<file path="src/rtl/writeback_regfile_ctrl_if.sv">
// Write-port handshake bundle between the two writeback requesters (execute, memaccess)
// and the writeback controller.
interface writeback_regfile_ctrl_if #(
    parameter int DATA_W = 16,
    parameter int ADDR_W = 3
);
    logic              req_exe;
    logic [ADDR_W-1:0] exe_dr;
    logic [DATA_W-1:0] exe_data;
    logic              ack_exe;

    logic              req_mem;
    logic [ADDR_W-1:0] mem_dr;
    logic [DATA_W-1:0] mem_data;
    logic              ack_mem;

    modport master (
        output req_exe, exe_dr, exe_data,
        input  ack_exe,
        output req_mem, mem_dr, mem_data,
        input  ack_mem
    );

    modport slave (
        input  req_exe, exe_dr, exe_data,
        output ack_exe,
        input  req_mem, mem_dr, mem_data,
        output ack_mem
    );
endinterface

</file>
<file path="src/rtl/writeback_regfile_ctrl.sv">
// LC3 writeback controller: arbitrates the single register-file write port between execute and
// memaccess, owns the 8x16 register file and NZP psr. Define WB_BYPASS_EN for write-to-read bypass.
module writeback_regfile_ctrl #(
    parameter int DATA_W   = 16,
    parameter int NUM_REGS = 8,
    parameter int ADDR_W   = 3,
    parameter int ARB_MODE = 0
) (
    input  logic                      clock,
    input  logic                      reset,
    writeback_regfile_ctrl_if.slave   wb,
    input  logic                      enable_writeback,
    input  logic [ADDR_W-1:0]         sr1,
    input  logic [ADDR_W-1:0]         sr2,
    output logic [DATA_W-1:0]         vsr1,
    output logic [DATA_W-1:0]         vsr2,
    output logic [2:0]                psr,
    output logic                      enable_writeback_out,
    output logic [15:0]               wb_count
);

    localparam logic [0:0] GRANT_EXE = 1'b0;
    localparam logic [0:0] GRANT_MEM = 1'b1;

    logic [DATA_W-1:0] regs [NUM_REGS];
    logic [0:0]        last_grant;
    logic              grant_exe;
    logic              grant_mem;
    logic              commit;
    logic [ADDR_W-1:0] commit_dr;
    logic [DATA_W-1:0] commit_data;
    logic [2:0]        psr_next;
    logic [DATA_W-1:0] rd1_data;
    logic [DATA_W-1:0] rd2_data;

    // Under contention, round-robin favours whoever was not served last; mode 1 always favours loads.
    always_comb begin
        grant_exe = 1'b0;
        grant_mem = 1'b0;
        if (enable_writeback) begin
            if (wb.req_exe && wb.req_mem) begin
                if (ARB_MODE == 1 || last_grant == GRANT_EXE) begin
                    grant_mem = 1'b1;
                end else begin
                    grant_exe = 1'b1;
                end
            end else begin
                grant_exe = wb.req_exe;
                grant_mem = wb.req_mem;
            end
        end
    end

    assign wb.ack_exe  = grant_exe;
    assign wb.ack_mem  = grant_mem;
    assign commit      = grant_exe | grant_mem;
    assign commit_dr   = grant_mem ? wb.mem_dr   : wb.exe_dr;
    assign commit_data = grant_mem ? wb.mem_data : wb.exe_data;

    assign psr_next = {commit_data[DATA_W-1],
                       commit_data == '0,
                       ~commit_data[DATA_W-1] & (commit_data != '0)};

`ifdef WB_BYPASS_EN
    assign rd1_data = (commit && commit_dr == sr1) ? commit_data : regs[sr1];
    assign rd2_data = (commit && commit_dr == sr2) ? commit_data : regs[sr2];
`else
    assign rd1_data = regs[sr1];
    assign rd2_data = regs[sr2];
`endif

    // Reset starts last_grant at MEM so execute wins the first contention.
    always_ff @(posedge clock or negedge reset) begin
        if (!reset) begin
            for (int i = 0; i < NUM_REGS; i++) begin
                regs[i] <= '0;
            end
            vsr1                 <= '0;
            vsr2                 <= '0;
            psr                  <= 3'b010;
            enable_writeback_out <= 1'b0;
            wb_count             <= 16'd0;
            last_grant           <= GRANT_MEM;
        end else begin
            if (commit) begin
                regs[commit_dr] <= commit_data;
                psr             <= psr_next;
                wb_count        <= wb_count + 16'd1;
                last_grant      <= grant_mem ? GRANT_MEM : GRANT_EXE;
            end
            enable_writeback_out <= commit;
            vsr1                 <= rd1_data;
            vsr2                 <= rd2_data;
        end
    end

endmodule

</file>
<file path="src/flat_wrapper.sv">
// flat-port wrapper written by rule: the top's interface ports become plain ports
module writeback_regfile_ctrl_flat 
#(
    parameter int DATA_W   = 16,
    parameter int NUM_REGS = 8,
    parameter int ADDR_W   = 3,
    parameter int ARB_MODE = 0
)
  (clock, reset, enable_writeback, sr1, sr2, vsr1, vsr2, psr, enable_writeback_out, wb_count, wb_req_exe, wb_exe_dr, wb_exe_data, wb_ack_exe, wb_req_mem, wb_mem_dr, wb_mem_data, wb_ack_mem);
  writeback_regfile_ctrl_if #(.DATA_W(DATA_W), .ADDR_W(ADDR_W)) wb_i ();
  input  logic clock;
  input  logic reset;
  input  logic enable_writeback;
  input  logic [ADDR_W-1:0] sr1;
  input  logic [ADDR_W-1:0] sr2;
  output logic [DATA_W-1:0] vsr1;
  output logic [DATA_W-1:0] vsr2;
  output logic [2:0] psr;
  output logic enable_writeback_out;
  output logic [15:0] wb_count;
  input wire logic [$bits(wb_i.req_exe)-1:0] wb_req_exe;
  input wire logic [$bits(wb_i.exe_dr)-1:0] wb_exe_dr;
  input wire logic [$bits(wb_i.exe_data)-1:0] wb_exe_data;
  output wire logic [$bits(wb_i.ack_exe)-1:0] wb_ack_exe;
  input wire logic [$bits(wb_i.req_mem)-1:0] wb_req_mem;
  input wire logic [$bits(wb_i.mem_dr)-1:0] wb_mem_dr;
  input wire logic [$bits(wb_i.mem_data)-1:0] wb_mem_data;
  output wire logic [$bits(wb_i.ack_mem)-1:0] wb_ack_mem;
  assign wb_i.req_exe = wb_req_exe;
  assign wb_i.exe_dr = wb_exe_dr;
  assign wb_i.exe_data = wb_exe_data;
  assign wb_ack_exe = wb_i.ack_exe;
  assign wb_i.req_mem = wb_req_mem;
  assign wb_i.mem_dr = wb_mem_dr;
  assign wb_i.mem_data = wb_mem_data;
  assign wb_ack_mem = wb_i.ack_mem;
  writeback_regfile_ctrl #(.DATA_W(DATA_W), .NUM_REGS(NUM_REGS), .ADDR_W(ADDR_W), .ARB_MODE(ARB_MODE)) u_core (.clock(clock), .reset(reset), .wb(wb_i), .enable_writeback(enable_writeback), .sr1(sr1), .sr2(sr2), .vsr1(vsr1), .vsr2(vsr2), .psr(psr), .enable_writeback_out(enable_writeback_out), .wb_count(wb_count));
endmodule
</file>
<file path="config.mk">
export PLATFORM = sky130hd
export DESIGN_NAME = writeback_regfile_ctrl_flat
export DESIGN_NICKNAME = d
export VERILOG_FILES = /design/src/rtl/writeback_regfile_ctrl_if.sv /design/src/rtl/writeback_regfile_ctrl.sv /design/src/flat_wrapper.sv
export SDC_FILE = /design/constraint.sdc
export NUM_CORES = 1
export LEC_CHECK = 0
export CAP_MARGIN = 20
export CORE_MARGIN = 10
export CORE_UTILIZATION = 40
export CTS_BUF_LIST = sky130_fd_sc_hd__clkbuf_8
export DETAILED_ROUTE_END_ITERATION = 8
export PLACE_DENSITY = 0.59
export SLEW_MARGIN = 5
export SYNTH_ARGS = -nofsm -noshare
export SYNTH_HDL_FRONTEND = slang
export SYNTH_SLANG_ARGS = --single-unit
</file>
<file path="constraint.sdc">
create_clock -name clock -period 2.6 [get_ports clock]
set_input_delay 0.65 -clock clock [delete_from_list [all_inputs] [get_ports clock]]
set_output_delay 0.65 -clock clock [all_outputs]
set_load 0.01 [all_outputs]
</file>
---- Word level (Yosys, flattened, before mapping) ----
Cells that the tools add are included.
word-level totals
  bits in latches ......................... 0
  bits in writable memories ............... 0
  flip-flop bits (word level) ............. 181
  logic and storage cells ................. 47
  input port bits ......................... 49
  memories kept ........................... 0
  bits in read-only memories .............. 0
  output and inout bits ................... 54
cells by class
  $add $sub $neg .......................... 1
  eq/ne operators ......................... 0
  magnitude comparators ................... 4
  multiply operators ...................... 0
  bitwise operators ....................... 6
  shifts and indexed selects .............. 0
  multiplexer cells ....................... 18
  div/mod/pow operators ................... 0
  reductions and logical operators ........ 4
operators with widths
  operator                 number
  $bwmux W128              1
  $bmux W16 S3             2
  $mux W16                 6
  $demux W16 S3            1
  $add A16 B1 Y16 const B  1
  $logic_not A16 Y1        1
  $reduce_bool A16 Y1      1
  $ge A4 B4 Y1 const B     3
  $not A3 Y4               3
  $mux W1                  7
  $lt A4 B1 Y1 const B     1
  $mux W3                  1
  $logic_and A1 B1 Y1      2
  $and A1 B1 Y1            1
  $not A1 Y1               1
  $or A1 B1 Y1             1

---- Longest topological paths before layout ----
Gate-level depths: netlist (run 1).
  word-level depth ........................ 10
  gate-level depth with buffers ........... 6
  mapped depth without buffers ............ 5

---- Worst setup path before layout (run 1) ----
Ideal clock, no wire load.
  path kind ............................... in2reg
  start ................................... in wb_req_mem
  end ..................................... reg u_core.regs[118] (netlist bit)
  slack ................................... 0.269 ns
  stages .................................. 5
  arrival time ............................ 2.207 ns
  cells stage by stage .................... a21bo_2 or4_4 a211oi_4 buf_6 mux2_2
between the ends
  longest elaborated chain between the ends .. 10
  elaborated cells on any way between the ends .. 15
RTL lines
  item                                                                       RTL line                      RTL
  start: declaration                                                         flat_wrapper.sv:25            input wire logic [$bits(wb_i.req_mem)-1:0] wb_req_mem;
  $logic_and A1 B1 Y1                                                        writeback_regfile_ctrl.sv:41  if (wb.req_exe && wb.req_mem) begin
  $mux W1                                                                    writeback_regfile_ctrl.sv:41
  $mux W1                                                                    writeback_regfile_ctrl.sv:40  if (enable_writeback) begin
  $mux W3                                                                    writeback_regfile_ctrl.sv:57  assign commit_dr = grant_mem ? wb.mem_dr : wb.exe_dr;
  $not A3 Y4 (implied by the code)                                           writeback_regfile_ctrl.sv:86  regs[commit_dr] <= commit_data;
  $ge A4 B4 Y1 (implied by the code) / $lt A4 B1 Y1 (equally long branches)  writeback_regfile_ctrl.sv:86
  $logic_and A1 B1 Y1 (implied by the code)                                  writeback_regfile_ctrl.sv:86
  $mux W16 (implied by the code)                                             writeback_regfile_ctrl.sv:86
  $demux W16 S3                                                              writeback_regfile_ctrl.sv:86
  $bwmux W128                                                                writeback_regfile_ctrl.sv:86
  end signal: indexed assignment                                             writeback_regfile_ctrl.sv:86
  end: declaration                                                           writeback_regfile_ctrl.sv:25  logic [DATA_W-1:0] regs [NUM_REGS];
Several ways; a longest one is shown, not always the timed one.
A chain may end at the register's enable or synchronous reset.

---- Worst setup path in the final report (run 1) ----
  start ................................... reg u_core.last_grant
  end ..................................... out wb_ack_exe
between the ends
  longest elaborated chain between the ends .. 3
RTL lines
  item                      RTL line                      RTL
  start: declaration        writeback_regfile_ctrl.sv:26  logic [0:0] last_grant;
  start signal: assignment  writeback_regfile_ctrl.sv:89  last_grant <= grant_mem ? GRANT_MEM : GRANT_EXE;
  $mux W1                   writeback_regfile_ctrl.sv:42  if (ARB_MODE == 1 || last_grant == GRANT_EXE) begin
  $mux W1                   writeback_regfile_ctrl.sv:41
  $mux W1                   writeback_regfile_ctrl.sv:40
  end: declaration          flat_wrapper.sv:24            output wire logic [$bits(wb_i.ack_exe)-1:0] wb_ack_exe;
No other way between the ends.

==> flow_summary.json, run 1 <==
{
  "run_status": "complete, no violations",
  "timing.fmax_ghz": 0.431,
  "muxShareOfSynthArea_pct": 39.2,
  "endpoint_type_of_the_worst_setup_path": "primary output",
  "unrepaired_setup_endpoints_after_global_routing": "no",
  "layout.cells.most_common_list": "sky130_fd_sc_hd__dfrtp_1 (179), sky130_fd_sc_hd__mux2_2 (176), sky130_fd_sc_hd__clkdlybuf4s50_1 (94)",
  "grt_pass1_vias": 5924,
  "synth-xor-area-share_pct": 1.50,
  "clk_path_buf_depth": 2,
  "yosys.cell_types.count": 37,
  "initial_core_util_pct": 40.4,
  "worstSkewPairLatency_ns": 0.46,
  "tritoncts": "built",
  "fp.dieH_um": 168,
  "ys_warn_count": 0,
  "crit_arrival_ns": 1.67,
  "synthArstFlopShare_pct": 100,
  "synth_nets": 595,
  "place_area_sq_um": 10400,
  "synth_area_per_cell_sq_um": 16.1,
  "hold_violations": 0,
  "post_layout_nets": 723,
  "layout_min_cycle_time_ns": 2.32,
  "r2r_setup_slack_ns": 0.44,
  "num_vias": 5345,
  "detail_route.iter0.violations": 300,
  "grt_pass1_wl_um": 35500,
  "power.density_cell_area_nw_per_um2": 852,
  "floorplan.die.width_um": 168,
  "synth_seq_cells": 181,
  "syn-cell-area_sq_um": 8760,
  "number_of_max_slew_violations_in_the_final_report": 0,
  "stdcell_area_sq_um": 10900,
  "post-route-period-util_pct": 89.3,
  "cap_viol_max_count": 0,
  "vdd_ir_drop_max_v": 0.000340,
  "synthAdderAreaFrac_pct": 0.143,
  "drc_errors": 0,
  "io_buffers": 102,
  "groute.usage.overall_pct": 16.4,
  "cts-htree-levels": 4,
  "clock_tree.root_cell": "sky130_fd_sc_hd__clkbuf_8",
  "synth-simple-area-share_pct": 3.28,
  "cellLeakagePower_uw": 0.00440,
  "detail_route.wl_per_cell_um": 23.4,
  "nFillCells": 1850,
  "synth_sequential_area_ratio_pct": 51.7,
  "number_of_enable_flip_flop_cells_after_synthesis": 0,
  "timing_worst_setup_path_type": "flip-flop to primary output",
  "fin_total_pwr_uw": 9240,
  "required_time_of_the_critical_path_ns": 1.95,
  "cts-buffers-inserted": 17,
  "cts.sinks": 181,
  "max-slew-margin-rel_pct": 47.1,
  "syn_inst": 545,
  "totalWireLength_um": 22600,
  "grt_start_max_net_pins": 58,
  "crit_fanout": 4,
  "hold_path_class": "input port to asynchronous set/reset pin",
  "synth_flop_cell": "sky130_fd_sc_hd__dfrtp_1",
  "detailedRoute.firstPassIterationCount": 4,
  "cts.repair_timing.setup_buffer_count": 0,
  "worst_setup_hold_path_clk_slew_ns": 0.09,
  "grt-ovfl-total": 0,
  "syn_to_final_growth_pct": 23.9,
  "fin_skew_ns": 0.0145,
  "mostFrequentLayoutCell": "sky130_fd_sc_hd__dfrtp_1",
  "antenna_found_initial": 0,
  "rows": 54,
  "cts_stage_hold_buffer_count": 0,
  "dominant_combinational_cell_family_by_area_after_synthesis": "multiplexers",
  "drtAntennaViolNets": 0,
  "routabilityCongestion": 0.812,
  "tightestPinTransition_ns": 0.793,
  "setup_violations": 0,
  "compound_gate_fraction_of_synth_area_pct": 2.18,
  "design.die.area_sq_um": 28200,
  "drive_gt1_share_pct": 47.3,
  "setup.worst_path.start_class": "flip-flop",
  "io_pins": 103,
  "hpwlAfterDp_um": 14500,
  "viasPerCell": 5.55,
  "antennaDiodeCount": 0,
  "placeableCoreArea_sq_um": 21700
}
-- critical path, stage by stage (launching register included) --
cell	delay [ns]
sky130_fd_sc_hd__dfstp_2	0.59
sky130_fd_sc_hd__a21boi_4	0.07
sky130_fd_sc_hd__nand2_2	0.11
sky130_fd_sc_hd__inv_2	0.06
sky130_fd_sc_hd__nor2_1	0.09
sky130_fd_sc_hd__dlygate4sd2_1	0.28
-- metal layers --
metal	GRT usage, %	vias to the layer above	share of wire, %
li1	-	2339	-
met1	20.4	2814	41
met2	27.1	171	51
met3	4.07	21	6.6
met4	5.53	0	1.5
met5	0	-	0
-- worst paths after layout --
check	from	end	cells after the start
max reg2reg	u_core.last_grant	u_core.regs[2]	6
min in group clock	u_core.wb_count[15]	u_core.wb_count[15]	1
max in group asynchronous	reset	u_core.regs[50]	2
min	reset	u_core.vsr2[3]	1
max	u_core.last_grant	wb_ack_exe	5
min reg2reg	u_core.wb_count[15]	u_core.wb_count[15]	1
-- kinds of logic after synthesis --
group,after synthesis
xor+xnor,15
mux,241
buf+inv,35
compound gates,18
fa+ha+maj,1
flops,181
simple gates,54
-- cells in the mapped netlist, drive strengths merged (5+ instances only) --
cell type  number  area share [%]
nor2            5            0.21
nand3           6            0.34
nor4           10            0.71
mux2          177              23
inv             6            0.26
a211oi          8             1.3
dfrtp         179              51
mux4           64              16
clkbuf         12            0.51
xnor2          12             1.2
buf            17             1.2
nand2          16            0.69
-- sequential cells by signal, indices dropped and copies added (netlist names) --
signal,cells
u_core.enable_writeback_out,1
u_core.vsr1,16
u_core.regs,128
u_core.vsr2,16
u_core.last_grant,1
u_core.wb_count,16
u_core.psr,3
-- per-stage QoR --
stage / utilization [%] / setup slack (ns) / setup TNS (ns) / hold WS [ns] / cells
CTS: 50.0 / 0.0288 / 0 / 0.136 / 963
global placement: 48.0 / -0.236 / -17.64 / 0.466 / 934
detailed placement: 48.0 / -0.273 / -22.35 / 0.482 / 934
floorplan: - / 0.269 / 0 / 0.354 / 545
finish: 50.0 / 0.279 / 0 / 0.126 / 963
global route: 50.0 / 0.161 / 0 / 0.143 / 963
-- area by class of cell --
cell class                 instances  area (sq um)  area share (%)
inverter                           6          22.5           0.208
clock buffer                      19           262            2.41
multi-input combinational        329          4070            37.5
timing repair buffer             138          1460            13.5
clock inverter                    10           156            1.44
sequential                       181          4530            41.8
tap                              280           350            3.23
-- power by group --
group / internal (uW) / switching (uW)
combinational: 1860 / 946
clock: 1080 / 974
sequential: 3770 / 614
total: 6710 / 2530
-- timing repair --
item	4_1_cts	5_1_grt
setup endpoints to repair	2	1
pin swaps	0	0
resized for setup	4	4
hold endpoints to repair	0	0
cloned	0	0
No activity file was read; power rests on OpenSTA's default activity.
==> run 2, diff against run 1 <==
--- a/config.mk
+++ b/config.mk
@@ -11,6 +11,7 @@
 export CTS_BUF_LIST = sky130_fd_sc_hd__clkbuf_8
 export DETAILED_ROUTE_END_ITERATION = 8
 export PLACE_DENSITY = 0.59
+export RECOVER_POWER = 25
 export SLEW_MARGIN = 5
 export SYNTH_ARGS = -nofsm -noshare
 export SYNTH_HDL_FRONTEND = slang
==> flow_summary.json, run 2 (synthesis results as in run 1) <==
{
  "run_status": "complete, no violations",
  "cap_viol_max_count": 0,
  "critical_path.cell_chain": "a21boi_4 -> nand2_2 -> inv_2 -> nor2_1 -> dlygate4sd2_1",
  "fp.dieH_um": 168,
  "startpoint": "u_core.last_grant",
  "r2r_start": "u_core.last_grant",
  "drive_gt1_share_pct": 47.1,
  "post-route-period-util_pct": 89.3,
  "cts.repair_timing.setup_buffer_count": 0,
  "clock_tree.root_cell": "sky130_fd_sc_hd__clkbuf_8",
  "setup_violations": 0,
  "tritoncts": "built",
  "routabilityCongestion": 0.812,
  "crit_arrival_ns": 1.67,
  "cts_stage_hold_buffer_count": 0,
  "power.density_cell_area_nw_per_um2": 853,
  "worstSkewPairLatency_ns": 0.46,
  "number_of_buffer_and_inverter_stages_on_the_critical_path": 2,
  "post_layout_nets": 723,
  "number_of_max_slew_violations_in_the_final_report": 0,
  "design.die.area_sq_um": 28200,
  "max-slew-margin-rel_pct": 8.84,
  "detailedRoute.firstPassIterationCount": 4,
  "drc_errors": 0,
  "final_critical_path_setup_slack_ns": 0.279,
  "io_pins": 103,
  "tightestPinTransition_ns": 1.37,
  "fin_skew_ns": 0.0147,
  "num_vias": 5338,
  "unrepaired_setup_endpoints_after_global_routing": "no",
  "detail_route.iter0.violations": 286,
  "totalWireLength_um": 22500,
  "placeableCoreArea_sq_um": 21700,
  "setup.worst_path.start_class": "flip-flop",
  "crit_fanout": 4,
  "vdd_ir_drop_max_v": 0.000340,
  "endpoint_type_of_the_worst_setup_path": "primary output",
  "dp_worst_setup_slack_ns": -0.273,
  "cts-buffers-inserted": 17,
  "cts-htree-levels": 4,
  "antennaDiodeCount": 0,
  "number_of_flip_flops_in_the_largest_register": 128,
  "cts.sinks": 181,
  "r2r_setup_slack_ns": 0.43,
  "antenna_found_initial": 0,
  "initial_core_util_pct": 40.4,
  "viasPerCell": 5.54,
  "timing.fmax_ghz": 0.431,
  "groute.usage.overall_pct": 16.4,
  "cellLeakagePower_uw": 0.00439,
  "grt_pass1_wl_um": 35500,
  "timing.critical_path.slowest_cell_delay_ns": 0.59,
  "mostFrequentLayoutCell": "sky130_fd_sc_hd__dfrtp_1",
  "hpwlAfterDp_um": 14500,
  "hold_violations": 0,
  "layout_min_cycle_time_ns": 2.32,
  "timing.reg2reg.worst_path_depth": 6,
  "cp_slowest_cell": "sky130_fd_sc_hd__dfstp_2",
  "floorplan.die.width_um": 168,
  "max_flop_register": "u_core.regs",
  "syn_to_final_growth_pct": 23.6,
  "detail_route.wl_per_cell_um": 23.4,
  "rows": 54,
  "grt_pass1_vias": 5924,
  "required_time_of_the_critical_path_ns": 1.95,
  "grt-ovfl-total": 0,
  "io_buffers": 102,
  "layout.cells.most_common_list": "sky130_fd_sc_hd__dfrtp_1 (179), sky130_fd_sc_hd__mux2_2 (176), sky130_fd_sc_hd__clkdlybuf4s50_1 (94)",
  "clk_path_buf_depth": 2,
  "timing_worst_setup_path_type": "flip-flop to primary output",
  "worst_setup_hold_path_clk_slew_ns": 0.09,
  "hold_path_class": "input port to asynchronous set/reset pin",
  "drtAntennaViolNets": 0,
  "crit_family": "flip-flops",
  "fin_util_pct": 49.9,
  "worstReg2RegEnd": "u_core.regs[14]",
  "grt_start_max_net_pins": 58
}
-- run 2: worst max-delay path by stage --
stage                             to  cells past startpoint  slack (ns)
finish                    wb_ack_exe                      5        0.28
global route              wb_ack_exe                      5        0.16
CTS                       wb_ack_exe                      6        0.03
detailed placement  u_core.regs[117]                      7       -0.27
global placement          wb_ack_exe                      6       -0.24
floorplan           u_core.regs[118]                      5        0.27
-- run 2: repair_timing --
item | 4_1_cts | 5_1_grt
resized for setup | 4 | 4
hold endpoints to repair | 0 | 0
cloned | 0 | 0
endpoints found under the setup margin | 2 | 1
-- run 2: per-layer routing --
metal	share of wire [%]	routed length, um	GRT usage (%)	vias up
li1	-	-	-	2343
met1	42	9550	20.4	2849
met2	51	11500	27.1	117
met3	4.5	1010	4.07	29
met4	2.0	442	5.53	0
met5	0	0	0	-
-- run 2: layout make-up --
cell class | instances | area [sq um]
clock buffers | 19 | 262
inverters | 6 | 22.5
clock inverters | 10 | 156
flip-flops and latches | 181 | 4530
fillers | 1856 | 10900
multi-input cells | 329 | 4070
repair buffers | 138 | 1440
well taps | 280 | 350
-- run 2: metrics by stage --
step | instance area [sq um] | setup TNS, ns | hold slack (ns) | instances | power (uW)
2_1_floorplan | 8760 | 0 | 0.354 | 545 | 6040
3_3_place_gp | 10400 | -17.64 | 0.466 | 934 | 7140
3_5_place_dp | 10400 | -22.35 | 0.482 | 934 | 7280
4_1_cts | 10800 | 0 | 0.136 | 963 | 9370
5_1_grt | 10800 | 0 | 0.498 | 963 | 9790
6_report | 10800 | 0 | 0.478 | 963 | 9240
-- run 2: power breakdown --
part / internal, uW / switching (uW)
registers: 3770 / 616
logic: 1860 / 946
clock network: 1080 / 974
==> run 3, diff against run 2 <==
--- a/config.mk
+++ b/config.mk
@@ -5,12 +5,11 @@
 export SDC_FILE = /design/constraint.sdc
 export NUM_CORES = 1
 export LEC_CHECK = 0
-export CAP_MARGIN = 20
 export CORE_MARGIN = 10
-export CORE_UTILIZATION = 40
+export CORE_UTILIZATION = 45
 export CTS_BUF_LIST = sky130_fd_sc_hd__clkbuf_8
 export DETAILED_ROUTE_END_ITERATION = 8
-export PLACE_DENSITY = 0.59
+export PLACE_DENSITY = 0.65
 export RECOVER_POWER = 25
 export SLEW_MARGIN = 5
 export SYNTH_ARGS = -nofsm -noshare
==> flow_summary.json, run 3 (synthesis results as in run 1) <==
{
  "worst_hold_path.endpoint": "u_core.wb_count[15]",
  "r2r_start": "u_core.last_grant",
  "syn_to_final_growth_pct": 23.2,
  "groute.usage.overall_pct": 17.1,
  "placed_cells": 913,
  "setup_violations": 0,
  "detail_route.wl_per_cell_um": 22.6,
  "grt-ovfl-total": 0,
  "power.density_cell_area_nw_per_um2": 854,
  "io_pins": 103,
  "post_layout_nets": 722,
  "number_of_flip_flops_in_the_largest_register": 128,
  "rows": 50,
  "hpwlAfterDp_um": 14200,
  "r2r_setup_slack_ns": 0.52,
  "num_vias": 5348,
  "timing.fmax_ghz": 0.406,
  "vdd_ir_drop_max_v": 0.000423,
  "detailroute.wirelength.met3_um": 683,
  "timing.reg2reg.worst_path_depth": 6,
  "critical_path.cell_chain": "clkdlybuf4s50_1 -> a21boi_2 -> nand2_1 -> inv_2 -> dlygate4sd2_1",
  "mostFrequentLayoutCell": "sky130_fd_sc_hd__dfrtp_1",
  "number_of_max_slew_violations_in_the_final_report": 0,
  "floorplan.die.width_um": 160,
  "post-route-period-util_pct": 94.7,
  "viasPerCell": 5.66,
  "grt_pass1_wl_um": 34100,
  "routabilityCongestion": 0.853,
  "max-slew-margin-rel_pct": 2.37,
  "hold_violations": 0,
  "timing_worst_setup_path_type": "input port to primary output",
  "max_flop_register": "u_core.regs",
  "hold_path_class": "flip-flop to flip-flop",
  "placeableCoreArea_sq_um": 19000,
  "hold_slack_ns": 0.480,
  "cp_slowest_cell": "sky130_fd_sc_hd__clkdlybuf4s50_1",
  "route.met2.wl_um": 11100,
  "setup.worst_path.start_class": "input port",
  "nFillCells": 1520,
  "crit_family": "buffers and inverters",
  "design.die.area_sq_um": 25500,
  "cap_viol_max_count": 0,
  "initial_core_util_pct": 46.2,
  "clock_tree.root_cell": "sky130_fd_sc_hd__clkbuf_8",
  "routed.top_layer": "met4",
  "cts-buffers-inserted": 17,
  "drtAntennaViolNets": 0,
  "crit_arrival_ns": 1.81,
  "totalWireLength_um": 21400,
  "fp.dieH_um": 160,
  "cts-htree-levels": 4,
  "fin_skew_ns": 0.0159,
  "detail_route.iter0.violations": 287,
  "worst_setup_hold_path_clk_slew_ns": 0.10,
  "drive_gt1_share_pct": 47.6,
  "grt_pass1_vias": 5945,
  "detail_route.wirelength.met1_um": 9200,
  "run_status": "complete, no violations",
  "crit_fanout": 4,
  "tritoncts": "built",
  "dp_worst_setup_slack_ns": -0.275,
  "antennaDiodeCount": 0,
  "timing.critical_path.slowest_cell_delay_ns": 0.51,
  "final_critical_path_setup_slack_ns": 0.139,
  "detailedRoute.firstPassIterationCount": 4,
  "io_buffers": 102,
  "cts_stage_hold_buffer_count": 0,
  "worstReg2RegEnd": "u_core.regs[104]",
  "drc_errors": 0,
  "cts.repair_timing.setup_buffer_count": 0,
  "fin_total_pwr_uw": 9230,
  "layout.cells.most_common_list": "sky130_fd_sc_hd__dfrtp_1 (179), sky130_fd_sc_hd__mux2_2 (176), sky130_fd_sc_hd__clkdlybuf4s50_1 (96)",
  "tightestPinTransition_ns": 1.46,
  "number_of_buffer_and_inverter_stages_on_the_critical_path": 3,
  "grt_start_max_net_pins": 55,
  "layout_min_cycle_time_ns": 2.46,
  "whs_path_depth": 1,
  "cts.sinks": 181,
  "cellLeakagePower_uw": 0.00437,
  "worstSkewPairLatency_ns": 0.46,
  "unrepaired_setup_endpoints_after_global_routing": "no",
  "antenna_found_initial": 0,
  "clk_path_buf_depth": 2,
  "required_time_of_the_critical_path_ns": 1.95,
  "final-instance-count-excl-fill": 945,
  "hold_start": "u_core.wb_count[15]",
  "timing.setup.tns_ns": 0,
  "endpoint_type_of_the_worst_setup_path": "primary output"
}
[run 3: changes by cell type in the layout (fill, tap and decap cells not counted), moves of 2 or more]
cell / before / now
sky130_fd_sc_hd__clkbuf_2: 1 / 3
sky130_fd_sc_hd__dlymetal6s2s_1: 3 / 1
sky130_fd_sc_hd__inv_6: 1 / 4
sky130_fd_sc_hd__clkinv_4: 0 / 4
sky130_fd_sc_hd__clkdlybuf4s50_1: 94 / 96
[run 3: per-stage QoR]
stage | utilization, % | instance area (sq um)
CTS | 57.1 | 10800
detailed placement | 54.9 | 10400
finish | 57.0 | 10800
floorplan | - | 8760
global placement | 54.9 | 10400
global route | 57.0 | 10800
[run 3: power breakdown]
group / switching [uW] / internal, uW / leakage [uW]
clock: 1040 / 990 / 0.000216
combinational: 943 / 1860 / 0.00195
sequential: 626 / 3770 / 0.00221
[run 3: worst register-to-register path, delay by kind of cell (launching register included)]
family / cells / cell delay (ns)
DFF: 1 / 0.58
AOI/OAI and AO/OA: 3 / 0.70
buffers and inverters: 2 / 0.32
muxes: 1 / 0.35
[run 3: repair_timing]
item	CTS	global route
endpoints found under the setup margin	2	1
pin swaps	0	0
resized for setup	3	3
gates cloned	0	0
hold endpoints to repair	0	0
[run 3: layout make-up]
type	instances	area, sq um	share of cell area (%)
clock buffers	18	248	2.29
inverters	6	22.5	0.209
flip-flops and latches	181	4530	42.0
well taps	260	325	3.01
clock inverters	14	176	1.63
multi-input cells	329	4060	37.6
repair buffers	137	1440	13.3
[run 3: worst max-delay path by stage]
stage	to	slack (ns)	cells past startpoint	from
floorplan	u_core.regs[118]	0.27	5	wb_req_mem
global placement	wb_ack_exe	-0.23	6	wb_req_exe
detailed placement	wb_ack_exe	-0.28	6	wb_req_exe
CTS	wb_ack_exe	0.03	6	wb_req_exe
global route	wb_ack_mem	0.05	5	wb_req_mem
finish	wb_ack_mem	0.14	5	wb_req_mem
[run 3: routing by layer]
| metal | vias to the layer above | global-route usage, % |
|---|---|---|
| li1 | 2353 | - |
| met1 | 2879 | 21.1 |
| met2 | 95 | 29.3 |
| met3 | 21 | 3.85 |
| met4 | 0 | 4.68 |
| met5 | - | 0 |
